### src/rtl/seg7_scan_if.sv
// rtl/seg7_scan_if.sv - store/readback port between MEMORY and seg7_scan
interface seg7_scan_if;
  logic        wr_en_i;
  logic        wr_sel_i;
  logic [31:0] wdata_i;
  logic [31:0] rdata_o;

  modport master (output wr_en_i, output wr_sel_i, output wdata_i, input rdata_o);
  modport slave  (input wr_en_i, input wr_sel_i, input wdata_i, output rdata_o);
endinterface

### src/rtl/seg7_scan.sv
// rtl/seg7_scan.sv - four-digit multiplexed hex display driver with frame-shadowed registers
module seg7_scan #(
  parameter int CLK_DIV = 100000,
  parameter int CNT_W   = 17
) (
  input  logic        clk,
  input  logic        rst,
  seg7_scan_if.slave  bus,
  output logic [6:0]  seg7_seg_o,
  output logic [3:0]  seg7_an_o
);

  localparam logic [CNT_W-1:0] LP_CNT_MAX = CNT_W'(CLK_DIV - 1);
  localparam logic [8:0]       LP_CTRL_RST = 9'h0F1;

  logic [15:0]      r_data;
  logic [8:0]       r_ctrl;
  logic [15:0]      r_sh_data;
  logic             r_sh_lzb;
  logic [3:0]       r_sh_mask;
  logic             r_sh_en;
  logic             r_first;
  logic [CNT_W-1:0] r_cnt;
  logic [1:0]       r_idx;

  logic             w_tick;
  logic             w_frame;
  logic [3:0]       w_shift;
  logic [3:0]       w_nib;
  logic             w_upper_zero;
  logic             w_blank;
  logic [3:0]       w_an;
  logic [6:0]       w_hex;
  logic             w_unused;

  assign w_tick   = (r_cnt == LP_CNT_MAX);
  assign w_frame  = w_tick && (r_idx == 2'd3);
  assign w_unused = &{1'b0, bus.wdata_i[31:16]};

  // Register file: DATA and CTRL stores, one target per strobe
  always_ff @(posedge clk or negedge rst) begin
    if (!rst) begin
      r_data <= 16'h0000;
      r_ctrl <= LP_CTRL_RST;
    end else if (bus.wr_en_i) begin
      if (bus.wr_sel_i) r_ctrl <= bus.wdata_i[8:0];
      else              r_data <= bus.wdata_i[15:0];
    end
  end

  assign bus.rdata_o = bus.wr_sel_i ? {23'd0, r_ctrl} : {16'd0, r_data};

  // Prescaler and digit index; idx wrapping 3->0 marks the frame boundary
  always_ff @(posedge clk or negedge rst) begin
    if (!rst) begin
      r_cnt <= '0;
      r_idx <= 2'd0;
    end else begin
      r_cnt <= w_tick ? '0 : r_cnt + 1'b1;
      if (w_tick) r_idx <= r_idx + 2'd1;
    end
  end

  // Shadow copy taken on the first clock after reset and at every frame boundary
  always_ff @(posedge clk or negedge rst) begin
    if (!rst) begin
      r_first   <= 1'b1;
      r_sh_data <= 16'h0000;
      r_sh_lzb  <= LP_CTRL_RST[8];
      r_sh_mask <= LP_CTRL_RST[7:4];
      r_sh_en   <= LP_CTRL_RST[0];
    end else begin
      r_first <= 1'b0;
      if (r_first || w_frame) begin
        r_sh_data <= r_data;
        r_sh_lzb  <= r_ctrl[8];
        r_sh_mask <= r_ctrl[7:4];
        r_sh_en   <= r_ctrl[0];
      end
    end
  end

  // Digit selection, blanking and hex decode for the current slot
  always_comb begin
    w_shift      = {r_idx, 2'b00};
    w_nib        = r_sh_data[w_shift +: 4];
    w_upper_zero = ((r_sh_data >> w_shift) == 16'h0000);
    w_blank      = !r_sh_mask[r_idx] || (r_sh_lzb && w_upper_zero && (r_idx != 2'd0));
    w_an         = ~((4'b0001 << r_idx) & r_sh_mask);
    w_hex        = 7'h7F;
    case (w_nib)
      4'h0: w_hex = 7'h40;
      4'h1: w_hex = 7'h79;
      4'h2: w_hex = 7'h24;
      4'h3: w_hex = 7'h30;
      4'h4: w_hex = 7'h19;
      4'h5: w_hex = 7'h12;
      4'h6: w_hex = 7'h02;
      4'h7: w_hex = 7'h78;
      4'h8: w_hex = 7'h00;
      4'h9: w_hex = 7'h10;
      4'hA: w_hex = 7'h08;
      4'hB: w_hex = 7'h03;
      4'hC: w_hex = 7'h46;
      4'hD: w_hex = 7'h21;
      4'hE: w_hex = 7'h06;
      4'hF: w_hex = 7'h0E;
      default: w_hex = 7'h7F;
    endcase
  end

  // Registered pins; disabled display stays fully dark while counters run
  always_ff @(posedge clk or negedge rst) begin
    if (!rst) begin
      seg7_an_o  <= 4'hF;
      seg7_seg_o <= 7'h7F;
    end else if (!r_sh_en) begin
      seg7_an_o  <= 4'hF;
      seg7_seg_o <= 7'h7F;
    end else begin
      seg7_an_o  <= w_an;
      seg7_seg_o <= w_blank ? 7'h7F : w_hex;
    end
  end

endmodule

### src/flat_wrapper.sv
// flat-port wrapper written by rule: the top's interface ports become plain ports
module seg7_scan_flat 
#(
  parameter int CLK_DIV = 100000,
  parameter int CNT_W   = 17
)
  (clk, rst, seg7_seg_o, seg7_an_o, bus_wr_en_i, bus_wr_sel_i, bus_wdata_i, bus_rdata_o);
  seg7_scan_if bus_i ();
  input  logic clk;
  input  logic rst;
  output logic [6:0] seg7_seg_o;
  output logic [3:0] seg7_an_o;
  input wire logic [$bits(bus_i.wr_en_i)-1:0] bus_wr_en_i;
  input wire logic [$bits(bus_i.wr_sel_i)-1:0] bus_wr_sel_i;
  input wire logic [$bits(bus_i.wdata_i)-1:0] bus_wdata_i;
  output wire logic [$bits(bus_i.rdata_o)-1:0] bus_rdata_o;
  assign bus_i.wr_en_i = bus_wr_en_i;
  assign bus_i.wr_sel_i = bus_wr_sel_i;
  assign bus_i.wdata_i = bus_wdata_i;
  assign bus_rdata_o = bus_i.rdata_o;
  seg7_scan #(.CLK_DIV(CLK_DIV), .CNT_W(CNT_W)) u_core (.clk(clk), .rst(rst), .bus(bus_i), .seg7_seg_o(seg7_seg_o), .seg7_an_o(seg7_an_o));
endmodule
### config.mk
export PLATFORM = sky130hd
export DESIGN_NAME = seg7_scan_flat
export DESIGN_NICKNAME = d
export VERILOG_FILES = /design/src/rtl/seg7_scan_if.sv /design/src/rtl/seg7_scan.sv /design/src/flat_wrapper.sv
export SDC_FILE = /design/constraint.sdc
export NUM_CORES = 1
export LEC_CHECK = 0
export BUFFER_PORTS_ARGS = -buffer_cell sky130_fd_sc_hd__buf_4
export CORE_ASPECT_RATIO = 2
export CORE_MARGIN = 2
export CORE_UTILIZATION = 59
export CTS_CLUSTER_SIZE = 8
export DETAILED_ROUTE_END_ITERATION = 10
export PLACE_DENSITY = 0.9
export SETUP_SLACK_MARGIN = 0.4
export SLEW_MARGIN = 20
export SYNTH_ARGS = -nofsm -noshare
export SYNTH_HDL_FRONTEND = slang
export SYNTH_SLANG_ARGS = --single-unit
### constraint.sdc
create_clock -name clk -period 4.48 [get_ports clk]
set_clock_uncertainty 0.05 [all_clocks]
set_input_delay 0.224 -clock clk [delete_from_list [all_inputs] [get_ports clk]]
set_output_delay 0.224 -clock clk [all_outputs]
set_load 0.02 [all_outputs]
* Yosys cells after proc, flatten, opt, wreduce, memory -nomap -nowiden
Memory sizes are Yosys's and may differ from the RTL's.
Index checks and enable logic that the tools add are counted.
** Operators by class
- Magnitude comparators :: 1
- Reduce and logical (&&, ||, !) cells :: 10
- Shift-type cells :: 3
- Add/sub/neg operators :: 2
- Equality and inequality tests :: 2
- Multiplexer cells :: 7
- Bitwise gates (word level) :: 3
** Operators by type and width (count)
- 17-bit by 1-bit adder with 17-bit output (second input constant) :: 1
- 17-bit == test (second input constant) :: 1
- 17-bit two-way mux :: 1
- 16-bit zero test :: 1
- 16-bit two-way mux :: 1
- 16-bit by 5-bit variable part select with 4-bit output :: 1
- 16-bit by 4-bit right shift with 16-bit output :: 1
- 7-bit two-way mux :: 2
- 4-bit AND :: 1
- 4-bit two-way mux :: 1
- 4-bit inverter :: 1
- 2-bit AND reduction :: 2
- 1-bit by 2-bit left shift with 4-bit output (first input constant) :: 1
- 1-bit logical AND :: 3
- 2-bit by 3-bit < comparator with 1-bit output (second input constant) :: 1
- 2-bit by 1-bit adder with 2-bit output (second input constant) :: 1
- 1-bit binary-select mux with 2-bit select :: 1
- 2-bit == test (second input constant) :: 1
- 1-bit logical OR :: 2
- 2-bit nonzero test :: 1
- 1-bit zero test :: 1
- 1-bit two-way mux :: 1
- 1-bit inverter :: 1
** Storage, ports and cells
- Memories :: 1
- Memory bits (read-only) :: 112
- Bits of input ports :: 36
- Register bits :: 78
- Logic and storage cells :: 40
- Output and inout port bits :: 43
** Memory list
- (no name shown) :: depth 16, bits a word 7, rd ports 1, clocked after memory_dff 0, wr ports 0, RTL line seg7_scan.sv:91 : case (w_nib)

* Longest topological paths before layout
Gate-level depths: netlist (run 1).
- Depth after elaboration :: 7
- Mapped depth :: 8
- Depth with buffers taken out :: 7

* Worst setup path before layout (run 1)
OpenSTA, ideal clock, no wires.
- Path type :: reg-to-reg
- From :: reg u_core.r_idx[0]
- To :: reg u_core.seg7_seg_o[5]
- Buffers on the path :: 1
- Data required time :: 4.348 ns
- Clock period less this slack :: 2.263 ns
- Library setup time :: 0.082 ns
- Cell stages (with the launch flop) :: 9
- Path slack :: 2.217 ns
- Arrival :: 2.131 ns
- Path through :: dfrtp_1 > buf_2 > mux4_2 > inv_1 > ha_1 > nand3_1 > nor4_1 > a21oi_1 > o211ai_1
** On the way
- Word-level cells in the longest chain between the ends :: 7
- Elaborated cells between the ends (all ways) :: 13
- Classes of those cells :: shift (2); mux (4); reduce/logical (6); memory (1)
** Ends and longest elaborated chain
- from (decl) :: RTL line seg7_scan.sv:24 : logic [1:0] r_idx;
- from (signal assigned) :: RTL line seg7_scan.sv:60 : if (w_tick) r_idx <= r_idx + 2'd1;
- branches (longest 5 deep; another with memory 16 x 7 bit)
- 7-bit two-way mux * :: RTL line seg7_scan.sv:122 : seg7_seg_o <= w_blank ? 7'h7F : w_hex;
- 7-bit two-way mux * :: RTL line seg7_scan.sv:117 : end else if (!r_sh_en) begin
- to (signal assigned) :: RTL line seg7_scan.sv:122
- to (decl) :: RTL line seg7_scan.sv:9 : output logic [6:0] seg7_seg_o,
Mark *: on every way between the ends. The select of a mux whose other input is x is not followed.
A chain may end at the register's enable or synchronous reset.

* Worst setup path in the final report (run 1)
- From :: reg u_core.r_cnt[5]
- To :: reg u_core.r_sh_data[15]
** On the way
- Word-level cells in the longest chain between the ends :: 3
** Ends and longest elaborated chain
- from (decl) :: RTL line seg7_scan.sv:23 : logic [CNT_W-1:0] r_cnt;
- from (signal assigned) :: RTL line seg7_scan.sv:59 : r_cnt <= w_tick ? '0 : r_cnt + 1'b1;
- 17-bit == test :: RTL line seg7_scan.sv:36 : assign w_tick = (r_cnt == LP_CNT_MAX);
- 1-bit logical AND :: RTL line seg7_scan.sv:37 : assign w_frame = w_tick && (r_idx == 2'd3);
- 1-bit logical OR :: RTL line seg7_scan.sv:74 : if (r_first || w_frame) begin
- to (signal assigned) :: RTL line seg7_scan.sv:75 : r_sh_data <= r_data;
- to (decl) :: RTL line seg7_scan.sv:18 : logic [15:0] r_sh_data;
Every way passes these cells.

==> run metrics, run 1 <==
Commonest cells post-synth=dfrtp_1 (56), mux2_2 (37), dfstp_2 (22); fillers=424; diodes inserted=0; # resized after CTS=0; synthesized netlist cell count=295; CTS H-tree depth=3; placed cell area=4190 um2; FP Rows=41; CP Class=register to register; drt total wl=7420 um; maximum VDD drop=0.000384 V; PortBufs=46; critical path data arrival time=2.78 ns; violated checks=negative hold slack; share of cells above drive strength 1=43.1%; DP HPWL=5280 um; io pins=79; most frequent cell after synthesis=dfrtp_1; Required @ worst endpoint=4.65 ns; final net count=390; FF-to-FF End=u_core.r_sh_data[15]$_DFFE_PN0P_; CP Max Fanout=22; Die ar.=7220 um2; CTS tree=built; Avg WL per Cell=17.1 um; Cell variety after synth=37; first-pass GRT wire length=12,300 um; sw frac=26.9%; EDFF count, synth=0; main area contributors after synthesis=dfrtp_1 (36%), dfstp_2 (15%), mux2_2 (11%); worst reg2reg path depth=6; Die H=118 um; largest net degree at the start of global routing=79; post-synth top area cell=dfrtp_1; Cell Chain, Critical Path=or4b_1 -> or4_4 -> nor2_4 -> a21oi_2 -> buf_4 -> mux2_4; Crit. End Element=register; grt total ovfl=0; clock slew at reported path FFs=0.06 ns; Setup Buffers After CTS=0; main combinational cell family by area after synthesis=multiplexers; worst r2r src=u_core.r_cnt[5]$_DFF_PN0_; initial DRC count=80; RSZ-0062 raised after global routing=no; YS warnings=0; ys flop type=dfrtp_1; relative slew slack=37.4%; post-route ant nets=0; combinational fraction of design power=19.6%; final setup fails=0; switching power=0.000530 W; Final Cycle Share=58.4%; initial core utilization=60.9%; Max Buffers Root-to-Sink=2; mux contribution to synthesized area=23.5%; CP Launch Type=register; Synth Area in Compound Gates=2.67%; placed insts=418; Slew Viols, Final=0; Fmax=0.382 GHz; Area Growth Syn to Fin=16.6%; number of buffers created by CTS=9; total global-route track usage=23.5%; Layout Cells excl Fill=434; crit-path max cell delay=0.54 ns; outcome=finished, violations left; drt pass-1 iters=4; Top delay family on crit path=simple AND/OR/NAND/NOR gates; Seq/Total Area, Yosys=51.5%; Period minus WS final=2.62 ns; post-synth top area share=36.5%; worst-skew pair later-pin latency=0.33 ns; asr flop ratio synth=100%; Tot Pwr=0.00197 W; Reg area=1980 um2; Static Leak=2.02 nW; R2R setup slack=1.86 ns; final instance area=4480 um2; setup TNS=0 ns; via count=2,424; number of global-route vias before repair=2,602; hold_ws=-0.0218 ns; multi-input logic area=1720 um2; Crit path buffers/inverters=1; Seq pwr share=45.5%; initial antenna violation count=0; Hold Crit Class=input port to async pin; core area=6310 um2; final hold violations=16; pwr dens=439 nW/um2; Cell Int Power=0.00144 W; Via density=5.59; CTS Root Cell=clkbuf_16; Synth Area in Adders=3.58%; Die Wd=61.1 um; CTS sink cnt=78; drt drc=0; Slowest-stage cell, CP=or4b_1; Avg Cell Area, Syn=13.0 um2; Mapped Area=3840 um2; simple-gate share of the synthesized area=9.83%; Synth Register Bits=78; actual slew at the worst max-slew pin=0.938 ns; Clock power frac=34.9%; placer congestion estimate=0.795; hold_buf cts=0; max cap viols=0; XOR/XNOR Fraction of Synth Area=3.42%
==> metal layers <==
layer  track usage [%]  wire, um  share of wire [%]
met2              39.8      4270                 58
met3              6.02       272                3.7
met5                 0         0                  0
met4              13.9       340                4.6
met1              24.6      2540                 34
==> cells by family (layout without fill, tap and decap cells) <==
group	count (synthesis)	in the layout
mux	68	68
simple gates	72	72
fa+ha+maj	11	11
buf+inv	35	72
compound gates	15	15
xor+xnor	15	15
other cells	1	17
flops	78	78
==> power by group through the flow <==
| stage | combinational [W] | clock (W) | sequential, W |
|---|---|---|---|
| finish | 0.000386 | 0.000687 | 0.000896 |
| global route | 0.000416 | 0.000728 | 0.000904 |
| CTS | 0.000390 | 0.000703 | 0.000893 |
| detailed placement | 0.000385 | 0 | 0.000904 |
| global placement | 0.000370 | 0 | 0.000895 |
| floorplan | 0.000266 | 0 | 0.000892 |
==> area by class of cell <==
| cell class | instances | area share, % |
|---|---|---|
| clock buffer | 14 | 6.11 |
| clock inverter | 2 | 0.363 |
| inverter | 8 | 0.670 |
| multi-input combinational | 198 | 38.3 |
| sequential | 78 | 44.2 |
| tap | 86 | 2.40 |
| timing repair buffer | 48 | 8.04 |
==> per-stage QoR <==
stage	setup slack (ns)	utilization (%)
6_report	1.86	71.0
5_1_grt	1.66	71.0
4_1_cts	1.88	71.0
3_5_place_dp	1.90	66.4
3_3_place_gp	1.95	66.4
2_1_floorplan	2.22	-
==> flip-flops by register name (all words and copies together), names as in the netlist <==
signal / cells
u_core.r_idx: 2
u_core.r_ctrl: 9
u_core.r_sh_lzb: 1
u_core.r_sh_mask: 4
u_core.r_data: 16
u_core.r_sh_en: 1
u_core.seg7_seg_o: 7
u_core.r_first: 1
u_core.r_cnt: 17
u_core.r_sh_data: 16
u_core.seg7_an_o: 4
==> placed cells by master (no fill, tap or decap), drive strengths merged, types with 11 or more instances in the layout <==
cell and n:
nor2 16, conb 17, nand3 15, dfrtp 56
ha 11, mux2 57, buf 48, nand2 13
nor2b 11, clkbuf 14, dfstp 22
==> how the worst max path moves through the flow <==
stage / slack (ns) / endpoint / from / depth (start not counted)
after floorplan: 2.22 / u_core.seg7_seg_o[5]$_DFF_PN1_ / u_core.r_idx[0]$_DFFE_PN0N_ / 8
after global placement: 1.95 / u_core.seg7_seg_o[6]$_DFF_PN1_ / u_core.r_idx[0]$_DFFE_PN0N_ / 7
after detailed placement: 1.90 / u_core.seg7_seg_o[6]$_DFF_PN1_ / u_core.r_idx[0]$_DFFE_PN0N_ / 7
after CTS: 1.88 / u_core.r_sh_data[15]$_DFFE_PN0P_ / u_core.r_cnt[5]$_DFF_PN0_ / 6
after global routing: 1.66 / u_core.seg7_seg_o[6]$_DFF_PN1_ / u_core.r_idx[0]$_DFFE_PN0N_ / 7
final: 1.86 / u_core.r_sh_data[15]$_DFFE_PN0P_ / u_core.r_cnt[5]$_DFF_PN0_ / 6
Note: power is estimated with default switching activity, not from simulation.
==> inputs of run 2 (changes only) <==
ABC_AREA = 1   (was unset)
CORE_UTILIZATION = 56   (was 59)
PLACE_DENSITY = 0.86   (was 0.9)
clock period = 2.7 ns   (was 4.48 ns; I/O delays follow)
==> run metrics, run 2 <==
final hold violations=0 (-16); placer congestion estimate=0.928 (+17%); max cap viols=0 (unchanged); CTS H-tree depth=3 (unchanged); main area contributors after synthesis=dfrtp_1 (34%), nand2_1 (15%), dfstp_2 (14%); Fmax=0.502 GHz (+31%); CP Max Fanout=15 (-32%); drt total wl=8380 um (+13%); Final Cycle Share=73.7% (+15 points); Synth Area in Compound Gates=4.21% (+1.5 points); PortBufs=46 (unchanged); drt pass-1 iters=5 (+1); synthesized netlist cell count=525 (+78%); critical path data arrival time=2.19 ns (-0.59 ns); Area Growth Syn to Fin=17.5%; setup TNS=0 ns (unchanged); relative slew slack=37.6% (+0.20 points); CP Class=register to register; DP HPWL=6020 um (+14%); number of buffers created by CTS=9 (unchanged); Slew Viols, Final=0 (unchanged); Crit. End Element=register; FP Rows=44 (+7.3%); Die ar.=8120 um2 (+13%); Max Buffers Root-to-Sink=2 (unchanged); CTS tree=built; worst-skew pair later-pin latency=0.34 ns (about the same); CTS sink cnt=78 (unchanged); diodes inserted=0 (unchanged); most used cells in the layout excluding fill and tap cells=nand2_1 (169), nand3_1 (57), dfrtp_1 (56); post-synth top area cell=dfrtp_1; Seq/Total Area, Yosys=47.9% (-3.6 points); Die Wd=64.7 um (+6.0%); Via density=5.11 (-8.6%); YS warnings=0 (unchanged); most flop-heavy register=u_core.r_cnt; post-route ant nets=0 (unchanged); mux contribution to synthesized area=0% (-23 points); via count=3,473 (+43%); most frequent cell after synthesis=nand2_1; Mapped Area=4130 um2 (+7.5%); initial core utilization=57.3% (-3.6 points); maximum VDD drop=0.000515 V (+34%); CTS Root Cell=clkbuf_16; outcome=complete, no violations; Setup Buffers After CTS=0 (unchanged); io pins=79 (unchanged); core area=7210 um2 (+14%); commonest non-fill, non-tap cell in the layout=nand2_1; ys flop type=dfrtp_1; Cell variety after synth=30 (-19%); simple-gate share of the synthesized area=31.9% (+22 points); grt total ovfl=0 (unchanged); clock slew at reported path FFs=0.06 ns (about the same); total global-route track usage=23.1% (-0.42 points); CP Launch Type=register; max FFs per register=17 (unchanged); Layout Cells excl Fill=680 (+57%); Synth Register Bits=78 (unchanged); number of global-route vias before repair=3,333 (+28%); Die H=125 um (+6.2%); initial antenna violation count=0 (unchanged); Period minus WS final=1.99 ns (-0.627 ns); top flop regs=u_core.r_cnt x17, u_core.r_data x16, u_core.r_sh_data x16; pwr dens=613 nW/um2 (+40%); Required @ worst endpoint=2.90 ns (-1.75 ns); RSZ-0062 raised after global routing=no; placed insts=653 (+56%); asr flop ratio synth=100% (unchanged); Static Leak=2.56 nW (+27%); post-synth top area share=33.9% (-2.5 points); actual slew at the worst max-slew pin=0.935 ns (-0.00306 ns); Synth Area in Adders=3.33% (-0.25 points); XOR/XNOR Fraction of Synth Area=2.12% (-1.3 points); initial DRC count=207 (+160%); final net count=630 (+62%); main combinational cell family by area after synthesis=simple AND/OR/NAND/NOR gates; Avg WL per Cell=12.3 um (-28%); EDFF count, synth=0 (unchanged); Commonest cells post-synth=nand2_1 (169), nand3_1 (57), dfrtp_1 (56); final setup fails=0 (unchanged); largest net degree at the start of global routing=79 (unchanged); first-pass GRT wire length=14,600 um (+19%); drt drc=0 (unchanged); share of cells above drive strength 1=17.0% (-26 points); Avg Cell Area, Syn=7.87 um2 (-40%); Hold Crit Class=input port to register
==> run 2: cell count changes in the layout (fill, tap and decap cells not counted), moves of 5 or more <==
| cell | previous run | this run |
|---|---|---|
| nor3_1 | 2 | 7 |
| a21oi_1 | 4 | 10 |
| inv_1 | 8 | 50 |
| mux4_2 | 6 | 0 |
| mux2i_1 | 5 | 0 |
| xnor2_1 | 8 | 1 |
| nor2_1 | 15 | 54 |
| mux2_4 | 20 | 0 |
| mux2_2 | 37 | 0 |
| nor2b_1 | 11 | 0 |
| dlygate4sd3_1 | 0 | 11 |
| nand3_1 | 15 | 57 |
| nand2_1 | 13 | 169 |
| o21ai_0 | 2 | 22 |
==> run 2: what timing repair did <==
| item | CTS | global route |
|---|---|---|
| setup endpoints to repair | 0 | 7 |
| hold endpoints to repair | 66 | 0 |
| hold buffers | 11 | 0 |
| resized for setup | 0 | 2 |
==> run 2: cell type report <==
cell class / instances / area (um2)
multi-input combinational: 379 / 1780
inverter: 54 / 211
clock buffer: 13 / 260
timing repair buffer: 61 / 485
clock inverter: 3 / 20.0
fill: 602 / 2360
sequential: 78 / 1980
tap: 92 / 115
==> run 2: worst paths after layout <==
kind / slack (ns) / cells past startpoint / end / from
max in group asynchronous: 1.56 / 2 / u_core.r_data[8]$_DFFE_PN0P_ / rst
max: 0.71 / 12 / u_core.seg7_seg_o[3]$_DFF_PN1_ / u_core.r_idx[0]$_DFFE_PN0N_
max reg2reg: 0.71 / 12 / u_core.seg7_seg_o[3]$_DFF_PN1_ / u_core.r_idx[0]$_DFFE_PN0N_
min: 0.006 / 3 / u_core.r_data[11]$_DFFE_PN0P_ / bus_wdata_i[11]
min reg2reg: 0.40 / 1 / u_core.r_cnt[0]$_DFF_PN0_ / u_core.r_cnt[0]$_DFF_PN0_
min in group asynchronous: 0.42 / 2 / u_core.r_cnt[7]$_DFF_PN0_ / rst
==> run 2: metal layers <==
layer  GRT usage, %  share of wire, %  vias to the layer above
met5              0                 0                        -
met4           12.4               4.4                        0
met3           6.12               4.0                       37
met2           41.1                55                       92
met1           23.9                36                     1613
li1               -                 -                     1731
==> run 2: report_power, final <==
part	switching [W]	leakage, nW	internal [W]
Combinational	0.000303	1.50	0.000185
Clock	0.000445	0.132	0.000671
Sequential	0.0000763	0.927	0.00130
Total	0.000824	2.56	0.00215
==> run 2: kinds of logic (layout without fill, tap and decap cells) <==
group                    count (synthesis)  in the layout
buffers and inverters                   84            131
AND/OR/NAND/NOR                        307            307
AO/OA/AOI/OAI                           34             34
other                                    1             17
adder cells (fa/ha/maj)                 11             11
flip-flops                              78             78
XOR/XNOR                                10             10
==> run 2: worst max-delay path, cell delays in order, from the launching register on <==
cell,delay [ns]
dfrtp_1,0.38
clkinvlp_4,0.26
nand2_1,0.12
nand3_1,0.10
nand2_1,0.19
inv_1,0.11
ha_1,0.20
nand3_1,0.14
nand2_1,0.08
nand2_1,0.08
nand2_1,0.05
nor2_1,0.08
nand2_1,0.06
==> run 2: through the flow <==
| stage | cell area, um2 | setup WS [ns] | hold slack [ns] | utilization, % | total power, W |
|---|---|---|---|---|---|
| floorplan | 4190 | 0.818 | -0.211 | - | 0.00171 |
| global placement | 4460 | 0.569 | 0.269 | 61.8 | 0.00184 |
| detailed placement | 4460 | 0.477 | 0.284 | 61.8 | 0.00186 |
| CTS | 4850 | 0.466 | 0.0104 | 67.2 | 0.00299 |
| global route | 4850 | 0.484 | 0.0404 | 67.3 | 0.00313 |
| finish | 4850 | 0.709 | 0.00587 | 67.3 | 0.00297 |
==> inputs of run 3 (changes only) <==
clock period = 1.9 ns   (was 2.7 ns; I/O delays follow)
==> run metrics, run 3 (synthesis results as in run 2) <==
Crit path buffers/inverters=1 (-1); Area Growth Syn to Fin=43.4%; drt total wl=12,700 um (+52%); CP Launch Type=register; Required @ worst endpoint=2.13 ns (-0.77 ns); DP HPWL=6470 um (+7.5%); number of global-route vias before repair=3,982 (+19%); Static Leak=2.94 nW (+15%); max FFs per register=17 (unchanged); Seq pwr share=43.6% (-2.5 points); PortBufs=46 (unchanged); placed insts=661 (+1.2%); FF-to-FF End=u_core.seg7_seg_o[2]$_DFF_PN1_; Hold Crit Class=input port to register; final hold violations=0 (unchanged); Period minus WS final=1.80 ns (-0.194 ns); most flop-heavy register=u_core.r_cnt; CTS tree=built; Slowest-stage cell, CP=dfrtp_2; top flop regs=u_core.r_cnt x17, u_core.r_data x16, u_core.r_sh_data x16; Avg WL per Cell=17.6 um (+43%); actual slew at the worst max-slew pin=0.578 ns (-0.357 ns); drt pass-1 iters=5 (unchanged); Max Buffers Root-to-Sink=2 (unchanged); first-pass GRT wire length=18,200 um (+25%); worst setup margin=0.103 ns (-0.606 ns); maximum VDD drop=0.000805 V (+56%); final net count=675 (+7.1%); drt drc=0 (unchanged); switching power=0.00138 W (+68%); worst r2r src=u_core.r_idx[0]$_DFFE_PN0N_; grt total ovfl=0 (unchanged); clock slew at reported path FFs=0.06 ns (about the same); worst-skew pair later-pin latency=0.34 ns (about the same); critical path data arrival time=2.03 ns (-0.16 ns); pwr dens=775 nW/um2 (+26%); hold path start=bus_wdata_i[8]; outcome=complete, no violations; post-route ant nets=0 (unchanged); Cell Chain, Critical Path=buf_6 -> nand2_2 -> nand3_4 -> nand2_4 -> ha_4 -> nand2_4 -> nor2_4 -> nand3_2 -> nor2_4 -> a21oi_4 -> nand2_1; total global-route track usage=29.0% (+5.9 points); number of buffers created by CTS=9 (unchanged); placed cell area=4650 um2 (+4.4%); worst reg2reg path depth=11 (-1); largest net degree at the start of global routing=46 (-42%); final instance area=5920 um2 (+22%); setup TNS=0 ns (unchanged); Top delay family on crit path=simple AND/OR/NAND/NOR gates; hold depth=3 (unchanged); pre-CTS setup slack=0.0465 ns (-0.431 ns); Slew Viols, Final=0 (unchanged); io pins=79 (unchanged); R2R setup slack=0.10 ns (-0.61 ns); CTS sink cnt=78 (unchanged); crit-path max cell delay=0.47 ns (+0.09 ns); Via density=5.61 (+9.8%); via count=4,067 (+17%); sw frac=30.1% (+2.4 points); most used cells in the layout excluding fill and tap cells=nand2_1 (123), buf_4 (75), dfrtp_1 (54); Clock power frac=36.0% (-1.5 points); Fmax=0.557 GHz (+11%); fillers=387 (-36%); Die Wd=64.7 um (unchanged); Crit. End Element=register; core area=7210 um2 (unchanged); CTS H-tree depth=3 (unchanged); hold path endpoint=u_core.r_ctrl[8]$_DFFE_PN0P_; FP Rows=44 (unchanged); diodes inserted=0 (unchanged); Die H=125 um (unchanged); CP Max Fanout=7 (-8); initial DRC count=347 (+68%); relative slew slack=61.5% (+24 points); Layout Cells excl Fill=725 (+6.6%); commonest non-fill, non-tap cell in the layout=nand2_1; share of cells above drive strength 1=39.2% (+22 points); max cap viols=0 (unchanged); placer congestion estimate=0.947 (+2.0%); Final Cycle Share=94.6% (+21 points); combinational fraction of design power=20.4% (+4.0 points); initial core utilization=57.3% (unchanged); Cell Int Power=0.00321 W (+49%); CTS Root Cell=clkbuf_16; Crit. Startpoint=u_core.r_idx[0]$_DFFE_PN0N_; hold_ws=0.0318 ns (+0.0259 ns); final setup fails=0 (unchanged); CP Class=register to register; Die ar.=8120 um2 (unchanged); RSZ-0062 raised after global routing=yes; initial antenna violation count=0 (unchanged)
[run 3: cell types whose count changed in the layout (fill, tap and decap cells not counted), sizes merged]
| cell | previous run | this run |
|---|---|---|
| buf | 50 | 84 |
| nand2 | 176 | 182 |
| dlygate4sd3 | 11 | 16 |
| clkbuf | 13 | 14 |
| inv | 52 | 51 |
[run 3: per-layer routing]
metal / vias up / wire [um] / part of all wire (%) / track usage [%]
met5: - / 0 / 0 / 0
met4: 0 / 826 / 6.5 / 17.3
met1: 1945 / 4150 / 33 / 28.1
met3: 79 / 648 / 5.1 / 5.94
met2: 215 / 7120 / 56 / 53.8
li1: 1828 / - / - / -
[run 3: layout make-up]
class                      count  area, um2  area share, %
inverter                      54        224           3.78
multi-input combinational    385       2480           41.9
tap                           92        115           1.94
clock inverter                 2       15.0          0.253
clock buffer                  14        274           4.63
sequential                    78       1980           33.5
timing repair buffer         100        833           14.1
[run 3: through the flow]
step           total power, W  utilization (%)
3_5_place_dp          0.00269             64.5
6_report              0.00459             82.1
5_1_grt               0.00476             82.1
3_3_place_gp          0.00265             64.5
2_1_floorplan         0.00246                -
4_1_cts               0.00444             76.9
[run 3: repair_timing]
item,4_1_cts,5_1_grt
resized for setup,61,79
endpoints found under the hold margin,47,0
setup buffers,18,8
gates cloned,6,0
setup endpoints to repair,33,45
hold buffers,16,0
pin swaps,31,36
[run 3: worst min-delay path: stages]
cell and delay, ns:
buf_4 0.11, inv_1 0.07, o21ai_0 0.09
[run 3: power by group through the flow]
stage	sequential [W]	combinational, W	clock, W
2_1_floorplan	0.00197	0.000484	0
3_3_place_gp	0.00198	0.000676	0
4_1_cts	0.00197	0.000807	0.00166
3_5_place_dp	0.00199	0.000702	0
5_1_grt	0.00201	0.00101	0.00173
6_report	0.00200	0.000937	0.00165
[run 3: how the worst max path moves through the flow]
stage | cells past startpoint | end | slack, ns
after floorplan | 12 | u_core.seg7_seg_o[0]$_DFF_PN1_ | 0.27
after global placement | 11 | u_core.seg7_seg_o[5]$_DFF_PN1_ | 0.09
after detailed placement | 11 | u_core.seg7_seg_o[0]$_DFF_PN1_ | 0.05
final | 11 | u_core.seg7_seg_o[2]$_DFF_PN1_ | 0.10
after CTS | 11 | u_core.seg7_seg_o[0]$_DFF_PN1_ | 0.23
after global routing | 11 | u_core.seg7_seg_o[0]$_DFF_PN1_ | 0.05
